===== src/rtl/bin_to_bcd_converter_pkg.sv =====
// ============================================================================
// Module   : bin_to_bcd_converter_pkg
// Brief    : Shared types and constants for the binary-to-BCD converter.
// Revision : 1.0 - initial release
// ============================================================================
`default_nettype none

package bin_to_bcd_converter_pkg;

    typedef enum logic [1:0] {
        IDLE   = 2'd0,
        SHIFT  = 2'd1,
        FINISH = 2'd2
    } state_t;

    localparam int          BCD_DIGITS     = 4;
    localparam int          SCRATCH_DIGITS = 5;
    localparam int          SCRATCH_W      = 20;
    localparam int          CNT_W          = 5;
    localparam logic [15:0] BCD_SAT        = 16'h9999;

endpackage

`default_nettype wire


===== src/rtl/bcd_digit_adjust.sv =====
// ============================================================================
// Module   : bcd_digit_adjust
// Brief    : Double-dabble digit correction: add 3 when the digit is 5 or more.
// Revision : 1.0 - initial release
// ============================================================================
`default_nettype none

module bcd_digit_adjust (
    input  logic [3:0] digit_in,
    output logic [3:0] digit_out
);

    assign digit_out = (digit_in >= 4'd5) ? (digit_in + 4'd3) : digit_in;

endmodule

`default_nettype wire


===== src/rtl/bin_to_bcd_converter.sv =====
// ============================================================================
// Module   : bin_to_bcd_converter
// Brief    : Sequential double-dabble binary-to-BCD converter, one bit per
//            cycle. Define BIN2BCD_SATURATE_EN to show 9999 on overflow.
// Revision : 1.0 - initial release
// ============================================================================
`default_nettype none

module bin_to_bcd_converter
    import bin_to_bcd_converter_pkg::*;
#(
    parameter int BIN_WIDTH = 16    // legal range 4..16
) (
    input  logic                 clk,
    input  logic                 reset,
    input  logic                 start,
    input  logic [BIN_WIDTH-1:0] bin_in,
    output logic [15:0]          bcd_out,
    output logic                 overflow,
    output logic                 busy,
    output logic                 done
);

    state_t                 state;
    state_t                 state_next;
    logic [BIN_WIDTH-1:0]   shift_reg;
    logic [SCRATCH_W-1:0]   scratch;
    logic [SCRATCH_W-1:0]   scratch_adj;
    logic [CNT_W-1:0]       count;
    logic                   last_iter;
    logic                   result_ovf;
    logic [15:0]            result_bcd;
    logic [SCRATCH_W+BIN_WIDTH-1:0] shifted;

    generate
        for (genvar i = 0; i < SCRATCH_DIGITS; i++) begin : g_adjust
            bcd_digit_adjust u_adjust (
                .digit_in  (scratch[4*i +: 4]),
                .digit_out (scratch_adj[4*i +: 4])
            );
        end
    endgenerate

    // Correction happens before the shift, so the shift consumes the adjusted digits.
    assign shifted    = {scratch_adj, shift_reg} << 1;
    assign last_iter  = (count == CNT_W'(BIN_WIDTH - 1));
    assign result_ovf = (scratch[SCRATCH_W-1:16] != 4'd0);

`ifdef BIN2BCD_SATURATE_EN
    assign result_bcd = result_ovf ? BCD_SAT : scratch[15:0];
`else
    assign result_bcd = scratch[15:0];
`endif

    always_ff @(posedge clk or posedge reset) begin
        if (reset) begin
            state <= IDLE;
        end else begin
            state <= state_next;
        end
    end

    always_comb begin
        state_next = state;
        case (state)
            IDLE:    if (start) state_next = SHIFT;
            SHIFT:   if (last_iter) state_next = FINISH;
            FINISH:  state_next = IDLE;
            default: state_next = IDLE;
        endcase
    end

    always_comb begin
        busy = (state != IDLE);
    end

    always_ff @(posedge clk or posedge reset) begin
        if (reset) begin
            shift_reg <= '0;
            scratch   <= '0;
            count     <= '0;
            bcd_out   <= 16'h0000;
            overflow  <= 1'b0;
            done      <= 1'b0;
        end else begin
            done <= 1'b0;
            case (state)
                IDLE: begin
                    if (start) begin
                        shift_reg <= bin_in;
                        scratch   <= '0;
                        count     <= '0;
                    end
                end
                SHIFT: begin
                    scratch   <= shifted[SCRATCH_W+BIN_WIDTH-1:BIN_WIDTH];
                    shift_reg <= shifted[BIN_WIDTH-1:0];
                    count     <= count + 1'b1;
                end
                FINISH: begin
                    overflow <= result_ovf;
                    bcd_out  <= result_bcd;
                    done     <= 1'b1;
                end
                default: ;
            endcase
        end
    end

endmodule

`default_nettype wire


===== config.mk =====
export PLATFORM = sky130hd
export DESIGN_NAME = bin_to_bcd_converter
export DESIGN_NICKNAME = d
export VERILOG_FILES = /design/src/rtl/bin_to_bcd_converter_pkg.sv /design/src/rtl/bcd_digit_adjust.sv /design/src/rtl/bin_to_bcd_converter.sv
export SDC_FILE = /design/constraint.sdc
export NUM_CORES = 1
export LEC_CHECK = 0
export ABC_AREA = 1
export BUFFER_PORTS_ARGS = -buffer_cell sky130_fd_sc_hd__buf_4
export CORE_MARGIN = 8
export CORE_UTILIZATION = 50
export DETAILED_ROUTE_END_ITERATION = 16
export HOLD_SLACK_MARGIN = 0.12
export PLACE_DENSITY_LB_ADDON = 0.3
export SKIP_LAST_GASP = 1
export SYNTH_ARGS = -nofsm -noshare
export SYNTH_HDL_FRONTEND = slang
export SYNTH_SLANG_ARGS = --single-unit

===== constraint.sdc =====
create_clock -name clk -period 1.7 [get_ports clk]
set_input_delay 0.34 -clock clk [delete_from_list [all_inputs] [get_ports clk]]
set_output_delay 0.34 -clock clk [all_outputs]
set_load 0.01 [all_outputs]

Word level (Yosys, flattened, before mapping)
Cells that the tools add are included.
Storage, ports and cells
  register bits after elaboration: 61
  bits in latches: 0
  RAM bits: 0
  bits in read-only memories: 0
  bits of input ports: 19
  output and inout bits: 19
  word-level logic and storage cells: 44
  memories kept: 0
Operators by class
  $add $sub $neg: 6
  multipliers: 0
  divide/modulo/power cells: 0
  magnitude comparators: 5
  equal/unequal tests: 5
  shift-type cells: 0
  muxes and demuxes: 15
  bitwise gates (word level): 0
  reductions and logical operators: 6
Operators by type and width (number)
  case mux 20 bit (2 select lines): 1
  case mux 16 bit (2 select lines): 1
  greater-or-equal comparator 4 x 3 -> 1 bit (second input constant): 5
  2-to-1 mux 20 bit: 1
  adder 4 x 2 -> 4 bit (second input constant): 4
  2-to-1 mux 16 bit: 1
  2-to-1 mux 4 bit: 4
  case mux 5 bit (2 select lines): 1
  adder 5 x 1 -> 5 bit (second input constant): 1
  == test 5 x 4 -> 1 bit (second input constant): 1
  2-to-1 mux 5 bit: 1
  2-to-1 mux 2 bit: 2
  != test 2 bit (second input constant): 2
  case mux 2 bit (2 select lines): 1
  AND reduction 2 bit: 2
  nonzero test 2 bit: 2
  nonzero test 4 bit: 1
  adder 3 x 2 -> 3 bit (second input constant): 1
  2-to-1 mux 3 bit: 1
  == test 2 x 1 -> 1 bit (second input constant): 1
  == test 2 bit (second input constant): 1
  zero test 2 bit: 1
  2-to-1 mux 1 bit: 1

Longest topological paths before layout
Gate-level depths: netlist of the first run.
  depth after elaboration: 3
  gate-level depth with buffers: 8
  mapped depth without buffers: 8

By module
From an unflattened synthesis of the first run, not the netlist that was laid out.
Unflattened totals
  cell total of the unflattened synthesis: 401
  area total of the unflattened synthesis: 3155.5 sq um
Modules (own cells, without submodules)
  bin_to_bcd_converter: times used 1, cells each 286, area an instance 2479.9 sq um, seq. area each 1526.5 sq um
  bcd_digit_adjust: times used 5, cells each 23, area an instance 135.1 sq um, seq. area each 0.0 sq um

Worst setup path before layout of the first run
OpenSTA, ideal clock, no wires.
  kind: reg-to-reg
  from: reg count[0]
  to: reg count[4]
  library setup time: 0.082 ns
  data arrival time: 1.116 ns
  data required time: 1.618 ns
  slack: 0.502 ns
  cell stages (with the launch flop): 6
  path buffers: 0
  period minus slack after synthesis: 1.198 ns
  cells stage by stage: dfrtp_1 > ha_1 > nand2_1 > nor2_1 > ha_1 > o22ai_1
Between the ends
  cells in the longest elaborated chain, start to end: 2
Ends and longest elaborated chain
  from (decl): line bin_to_bcd_converter.sv:29  | logic [CNT_W-1:0] count;
  from (signal assigned): line bin_to_bcd_converter.sv:98  | count <= count + 1'b1;
  adder 5 x 1 -> 5 bit: line bin_to_bcd_converter.sv:98
  case mux 5 bit (2 select lines): line bin_to_bcd_converter.sv:87  | case (state)
No other way between the ends.
A chain may end at the register's enable or synchronous reset.

Worst setup path after layout of the first run
  from: reg state[1]
  to: out busy
Between the ends
  cells in the longest elaborated chain, start to end: 1
Ends and longest elaborated chain
  from (decl): line bin_to_bcd_converter.sv:24  | state_t state;
  from (signal assigned): line bin_to_bcd_converter.sv:59  | state <= state_next;
  nonzero test 2 bit: line bin_to_bcd_converter.sv:74  | busy = (state != IDLE);
  to (decl): line bin_to_bcd_converter.sv:20  | output logic busy,
No other way between the ends.

==> results of run 1 <==
-- cell type report --
type / count / share of cell area (%)
Multi-Input combinational cell: 246 / 33.7
Clock inverter: 3 / 2.52
Timing Repair Buffer: 43 / 9.44
Tap cell: 75 / 2.62
Sequential cell: 61 / 42.7
Inverter: 40 / 4.30
Clock buffer: 13 / 4.72
-- critical path: cells and delay by family, from the launching register on --
kind	cells	cell delay, ps
buffers and inverters	2	270
AND/OR/NAND/NOR	1	80
flip-flops	1	410
-- kinds of logic (layout without fill, tap and decap cells) --
logic type	count (synthesis)	count (layout)	share of synthesized area, %
DFF	61	61	51.7
adders and majority gates	13	13	5.50
AOI/OAI and AO/OA	44	44	8.09
buffers and inverters	51	99	7.54
and+or+nand+nor	189	189	27.2
-- where the power goes --
| part | internal [mW] | switching [mW] | leakage (nW) |
|---|---|---|---|
| clock network | 1.10 | 0.553 | 0.130 |
| registers | 2.02 | 0.408 | 0.768 |
| logic | 1.02 | 1.58 | 0.971 |
-- how the worst max path moves through the flow --
stage	from	endpoint	slack (ps)	cells after the start
detailed placement	count[0]$_DFFE_PP0P_	count[4]$_DFFE_PP0P_	420	5
floorplan	count[0]$_DFFE_PP0P_	count[4]$_DFFE_PP0P_	500	5
global placement	scratch[0]$_DFFE_PP0P_	scratch[2]$_DFFE_PP0P_	460	8
finish	state[1]$_DFFE_PP0P_	busy	260	3
global route	state[0]$_DFFE_PP0P_	busy	200	3
CTS	state[0]$_DFFE_PP0P_	busy	240	3
-- routing by layer --
metal	routed length (um)	vias to the layer above	GRT usage, %
met5	0	-	0
met4	80	0	6.04
met3	416	9	6.80
met2	2550	60	22.5
met1	2730	1106	17.8
li1	-	1238	-
-- what timing repair did --
item,in CTS,in global routing
buffers inserted,0,0
setup endpoints to repair,0,0
hold endpoints to repair,61,0
hold buffers,1,0
-- cells in the final DEF, fill, tap and decap left out --
| cell type | count |
|---|---|
| o21ai_1 | 4 |
| nand2_1 | 129 |
| o21ai_0 | 29 |
| buf_4 | 41 |
| nor2_1 | 5 |
| inv_1 | 33 |
| nor2_4 | 2 |
| o21bai_1 | 3 |
| bufinv_16 | 3 |
| a22o_1 | 1 |
| a21oi_1 | 3 |
| buf_12 | 1 |
| ha_1 | 13 |
| o21ai_2 | 1 |
| dlygate4sd3_1 | 1 |
| a31oi_1 | 1 |
| clkbuf_8 | 12 |
| nand4_1 | 11 |
| nand3_1 | 42 |
| clkinvlp_4 | 1 |
| clkbuf_1 | 1 |
| o22ai_1 | 2 |
| inv_2 | 6 |
| dfrtp_1 | 61 |
==> results_dict.tcl, run 1 <==
set metrics [dict create \
    status "finished, final reports clean" \
    synth_top_area_cell "dfrtp_1" \
    synth.top_cell.area_share_pct 51.7 \
    grt_antenna_before_repair 0 \
    whs_endpoint "shift_reg[0]$_DFFE_PP0P_" \
    areaGrowthSynthToFinish_pct 21.0 \
    synthesis.nets 390 \
    router_iterations_before_antenna_repair 4 \
    syn_area_per_cell_um2 8.26 \
    holdCritPathClass "in -> reg" \
    number_of_global_route_vias_before_repair 2377 \
    synth_area_um2 2960 \
    crit_path_max_fanout 4 \
    core_area_um2 5820 \
    floorplan.rows 28 \
    antenna_cells_inserted 0 \
    holdCritStartpoint "bin_in[0]" \
    final_cell_count_no_fill 481 \
    path_clk_slew_ps 70 \
    die_area_um2 8630 \
    async_flop_share_pct 100 \
    totalNegativeSetupSlack_ps 0 \
    seqCellArea_um2 1530 \
    yosysMostFrequentCell "nand2_1" \
    fin_skew_ps 9.88 \
    numPortBuffers 37 \
    die_y_um 92.9 \
    criticalPathCategory "reg -> out" \
    largest_register_ff_count 20 \
    grt_use_total_pct 14.8 \
    dp_hpwl_um 3820 \
    fin_ws_ps 260 \
    max_stage_delay_ps 410 \
    timing.final.crit_period_ps 1440 \
    detail_route.drc_violations 0 \
    cell_count_of_the_worst_hold_path 3 \
    first_pass_grt_wire_length_um 10300 \
    detailedPlace.worstSlack_ps 424 \
    finalSetupViolations 0 \
    largest_net_degree_at_the_start_of_global_routing 62 \
    dominantRegCellSynth "dfrtp_1" \
    number_of_vias_per_cell_after_detailed_routing 5.02 \
    vias 2413 \
    timing_worst_slew_pin_value_ps 428 \
    synth_enable_flop_cells 0 \
    synthesis.yosys.warnings 0 \
    clock_tree_from_tritoncts "yes" \
    worst_setup_path_end_kind "primary output" \
    gpl.final_weighted_congestion 0.847 \
    drive_above_1_share_pct 16.5 \
    final_hold_vios 0 \
    timing.critical_path.slowest_stage_cell "dfrtp_1" \
    syn-instance-count 358 \
    post-layout-total-power_mw 6.67 \
    ys_ff_latch 61 \
    postCtsResizedCells 0 \
    detail-route-antenna-nets 0 \
    ctsRootBufferMaster "clkbuf_8" \
    floorplan.initialDensity_pct 50.8 \
    ff2ff_setup_slack_ps 400 \
    grt_setup_unrepaired "false" \
    power_per_cell_area_nw_per_um2 1860 \
    synth_top_cells_by_area "dfrtp_1, nand2_1, nand3_1, ha_1, o21ai_0" \
    multiInputGateArea_um2 1210 \
    drt-total-wl_um 5780 \
    timing.critical_path.arrival_ps 1100 \
    clock_insertion_delay_worst_skew_ps 340 \
    cts-htree-levels 3 \
    nFillCells 530 \
    final_min_period_over_clock_period_pct 84.7 \
    finish.instance_area_um2 3580 \
    numCtsBuffers 9 \
    worst-endpoint-required_ps 1360 \
    max-slew-margin-rel_pct 71.4 \
    worst_r2r_endpoint "scratch[2]$_DFFE_PP0P_" \
    post_drt_wl_per_cell_um 12.0 \
    die_width_um 92.9 \
    p_leak_nw 1.87 \
    setup.worst_path.start_class "flip-flop" \
    r2r-start "scratch[0]$_DFFE_PP0P_" \
    share_of_the_yosys_chip_area_belonging_to_registers_pct 51.7 \
    pin_count 38 \
    maxClockFrequency_mhz 695 \
    finish.utilization_pct 61.5 \
    worst-r2r-cell-count 8 \
    numClockSinks 61 \
    hold-worst-slack_ps 196 \
    slew_violations 0 \
    cp_cell_sequence "inv_2, nand2_1, buf_4" \
    place_inst 464 \
    synth.distinct_cells 21 \
    peakVddDrop_mv 1.13 \
    netlist_top_cells_count "nand2_1, dfrtp_1, nand3_1, inv_1, o21ai_0" \
    grt.overflow.total 0 \
    postPlaceCellArea_um2 3310 \
    clock_tree_buf_depth 2 \
    nNetsFinal 433 \
    max_cap_violations 0 \
    drt_iter0_markers 136 \
]
No activity file was read; power rests on OpenSTA's default activity.
==> run 2, diff against run 1 <==
clock period = 1.48 ns   (was 1.7 ns; I/O delays follow)
==> run 2 against run 1 <==
Against the previous run:
- worst hold slack worse by 46 ps
- via count is 2.6% higher
- worst setup slack worse by 200 ps
- sequential share of layout area hardly changed
- final cell count is 0.62% higher
- critical path depth stayed put
- register-to-register slack worse by 230 ps
- utilization hardly changed
==> results_dict.tcl, run 2 (synthesis gave the netlist of run 1 again) <==
set metrics [dict create \
    numClockSinks 61 \
    clock_tree_buf_depth 2 \
    final_cell_count_no_fill 484 \
    die_width_um 92.9 \
    nFillCells 507 \
    areaGrowthSynthToFinish_pct 21.1 \
    worst-endpoint-required_ps 1180 \
    holdCritPathClass "in -> reg" \
    final_min_period_over_clock_period_pct 95.9 \
    setup.worst_path.start_class "flip-flop" \
    numPortBuffers 37 \
    drt_iter0_markers 87 \
    max_stage_delay_ps 440 \
    detail-route-antenna-nets 0 \
    largest_register_ff_count 20 \
    cp_top_family "flip-flops" \
    cp_cell_sequence "inv_2, nand2_1, buf_4" \
    number_of_vias_per_cell_after_detailed_routing 5.11 \
    die_y_um 92.9 \
    layout_commonest_cell "nand2_1" \
    holdCritStartpoint "bin_in[0]" \
    finalSetupViolations 0 \
    router_iterations_before_antenna_repair 6 \
    number_of_global_route_vias_before_repair 2434 \
    clock_tree_from_tritoncts "yes" \
    path_clk_slew_ps 70 \
    dp_hpwl_um 4290 \
    p_leak_nw 1.87 \
    r2r-start "scratch[8]$_DFFE_PP0P_" \
    fin_skew_ps 3.87 \
    groute.layer.met2.usage_pct 24.0 \
    postPlaceCellArea_um2 3360 \
    ff2ff_setup_slack_ps 170 \
    drt-total-wl_um 6030 \
    max-slew-margin-rel_pct 69.0 \
    detailedPlace.worstSlack_ps 195 \
    status "finished, final reports clean" \
    worst_setup_path_end_kind "primary output" \
    grt.overflow.total 0 \
    cts-htree-levels 3 \
    power_per_cell_area_nw_per_um2 2090 \
    clock_insertion_delay_worst_skew_ps 330 \
    post_drt_wl_per_cell_um 12.5 \
    timing.critical_path.slowest_stage_cell "dfrtp_1" \
    maxClockFrequency_mhz 705 \
    max_cap_violations 0 \
    criticalPathCategory "reg -> out" \
    finish.instance_area_um2 3580 \
    grt_antenna_before_repair 0 \
    antenna_cells_inserted 0 \
    final_hold_vios 0 \
    timing_worst_slew_pin_value_ps 464 \
    numCtsBuffers 9 \
    place_inst 467 \
    largest_net_degree_at_the_start_of_global_routing 33 \
    gr-max-usage-layer "met2" \
    cp.buffers_inverters 2 \
    nNetsFinal 436 \
    timing.final.crit_period_ps 1420 \
    crit_path_max_fanout 3 \
    floorplan.initialDensity_pct 50.8 \
    cell_count_of_the_worst_hold_path 3 \
    most-common-layout-cells "nand2_1, dfrtp_1, nand3_1, buf_4, inv_1" \
    floorplan.rows 28 \
    detail_route.drc_violations 0 \
    vias 2475 \
    ctsRootBufferMaster "clkbuf_8" \
    fin_ws_ps 60.7 \
    gpl.final_weighted_congestion 0.845 \
    grt_setup_unrepaired "false" \
    groute.layer.met3.usage_pct 6.31 \
    whs_endpoint "shift_reg[0]$_DFFE_PP0P_" \
    post-layout-total-power_mw 7.49 \
    die_area_um2 8630 \
    grt_use_total_pct 15.1 \
    timing.critical_path.arrival_ps 1120 \
    drive_above_1_share_pct 17.4 \
    core_area_um2 5820 \
    worst-r2r-cell-count 8 \
    totalNegativeSetupSlack_ps 0 \
    slew_violations 0 \
    first_pass_grt_wire_length_um 10600 \
    worst_r2r_endpoint "scratch[10]$_DFFE_PP0P_" \
    pin_count 38 \
    peakVddDrop_mv 1.06 \
    met1_usage_pct 17.7 \
]
## run 2: tightest hold or removal path, stage by stage
cell and delay, ps:
buf_4 70, nand2_1 40, nand2_1 40
## run 2: worst max path at each step
stage	slack, ps	to	startpoint	cells after the start
after floorplan	280	count[4]$_DFFE_PP0P_	count[0]$_DFFE_PP0P_	5
after global placement	230	scratch[14]$_DFFE_PP0P_	scratch[12]$_DFFE_PP0P_	8
after detailed placement	200	scratch[14]$_DFFE_PP0P_	scratch[12]$_DFFE_PP0P_	8
after CTS	50	busy	state[0]$_DFFE_PP0P_	3
after global routing	10	busy	state[0]$_DFFE_PP0P_	3
final	60	busy	state[0]$_DFFE_PP0P_	3
## run 2: final cells by class
cell class,count,area (um^2),area share [%]
sequential,61,1530,42.6
multi-input combinational,246,1210,33.7
timing repair buffer,46,385,10.8
inverter,40,154,4.30
clock buffer,9,124,3.46
tap,75,93.8,2.62
clock inverter,7,90.1,2.52
## run 2: what timing repair did
item | CTS | global route
hold endpoints to repair | 15 | 0
gates resized for setup | 0 | 0
hold buffers | 1 | 0
buffers inserted | 0 | 0
## run 2: through the flow
step | utilization, % | hold WS, ps
floorplan | - | 406
global placement | 57.7 | 340
detailed placement | 57.7 | 345
CTS | 61.6 | 140
global route | 61.6 | 142
finish | 61.6 | 150
## run 2: layer usage
| layer | routed length [um] | up-vias | part of all wire, % |
|---|---|---|---|
| li1 | - | 1251 | - |
| met1 | 2800 | 1145 | 46 |
| met2 | 2740 | 69 | 45 |
| met3 | 403 | 10 | 6.7 |
| met4 | 88 | 0 | 1.5 |
| met5 | 0 | - | 0 |
## run 2: power by group
part	internal (mW)	switching (mW)
combinational	1.24	1.85
clock	0.938	0.664
sequential	2.31	0.482
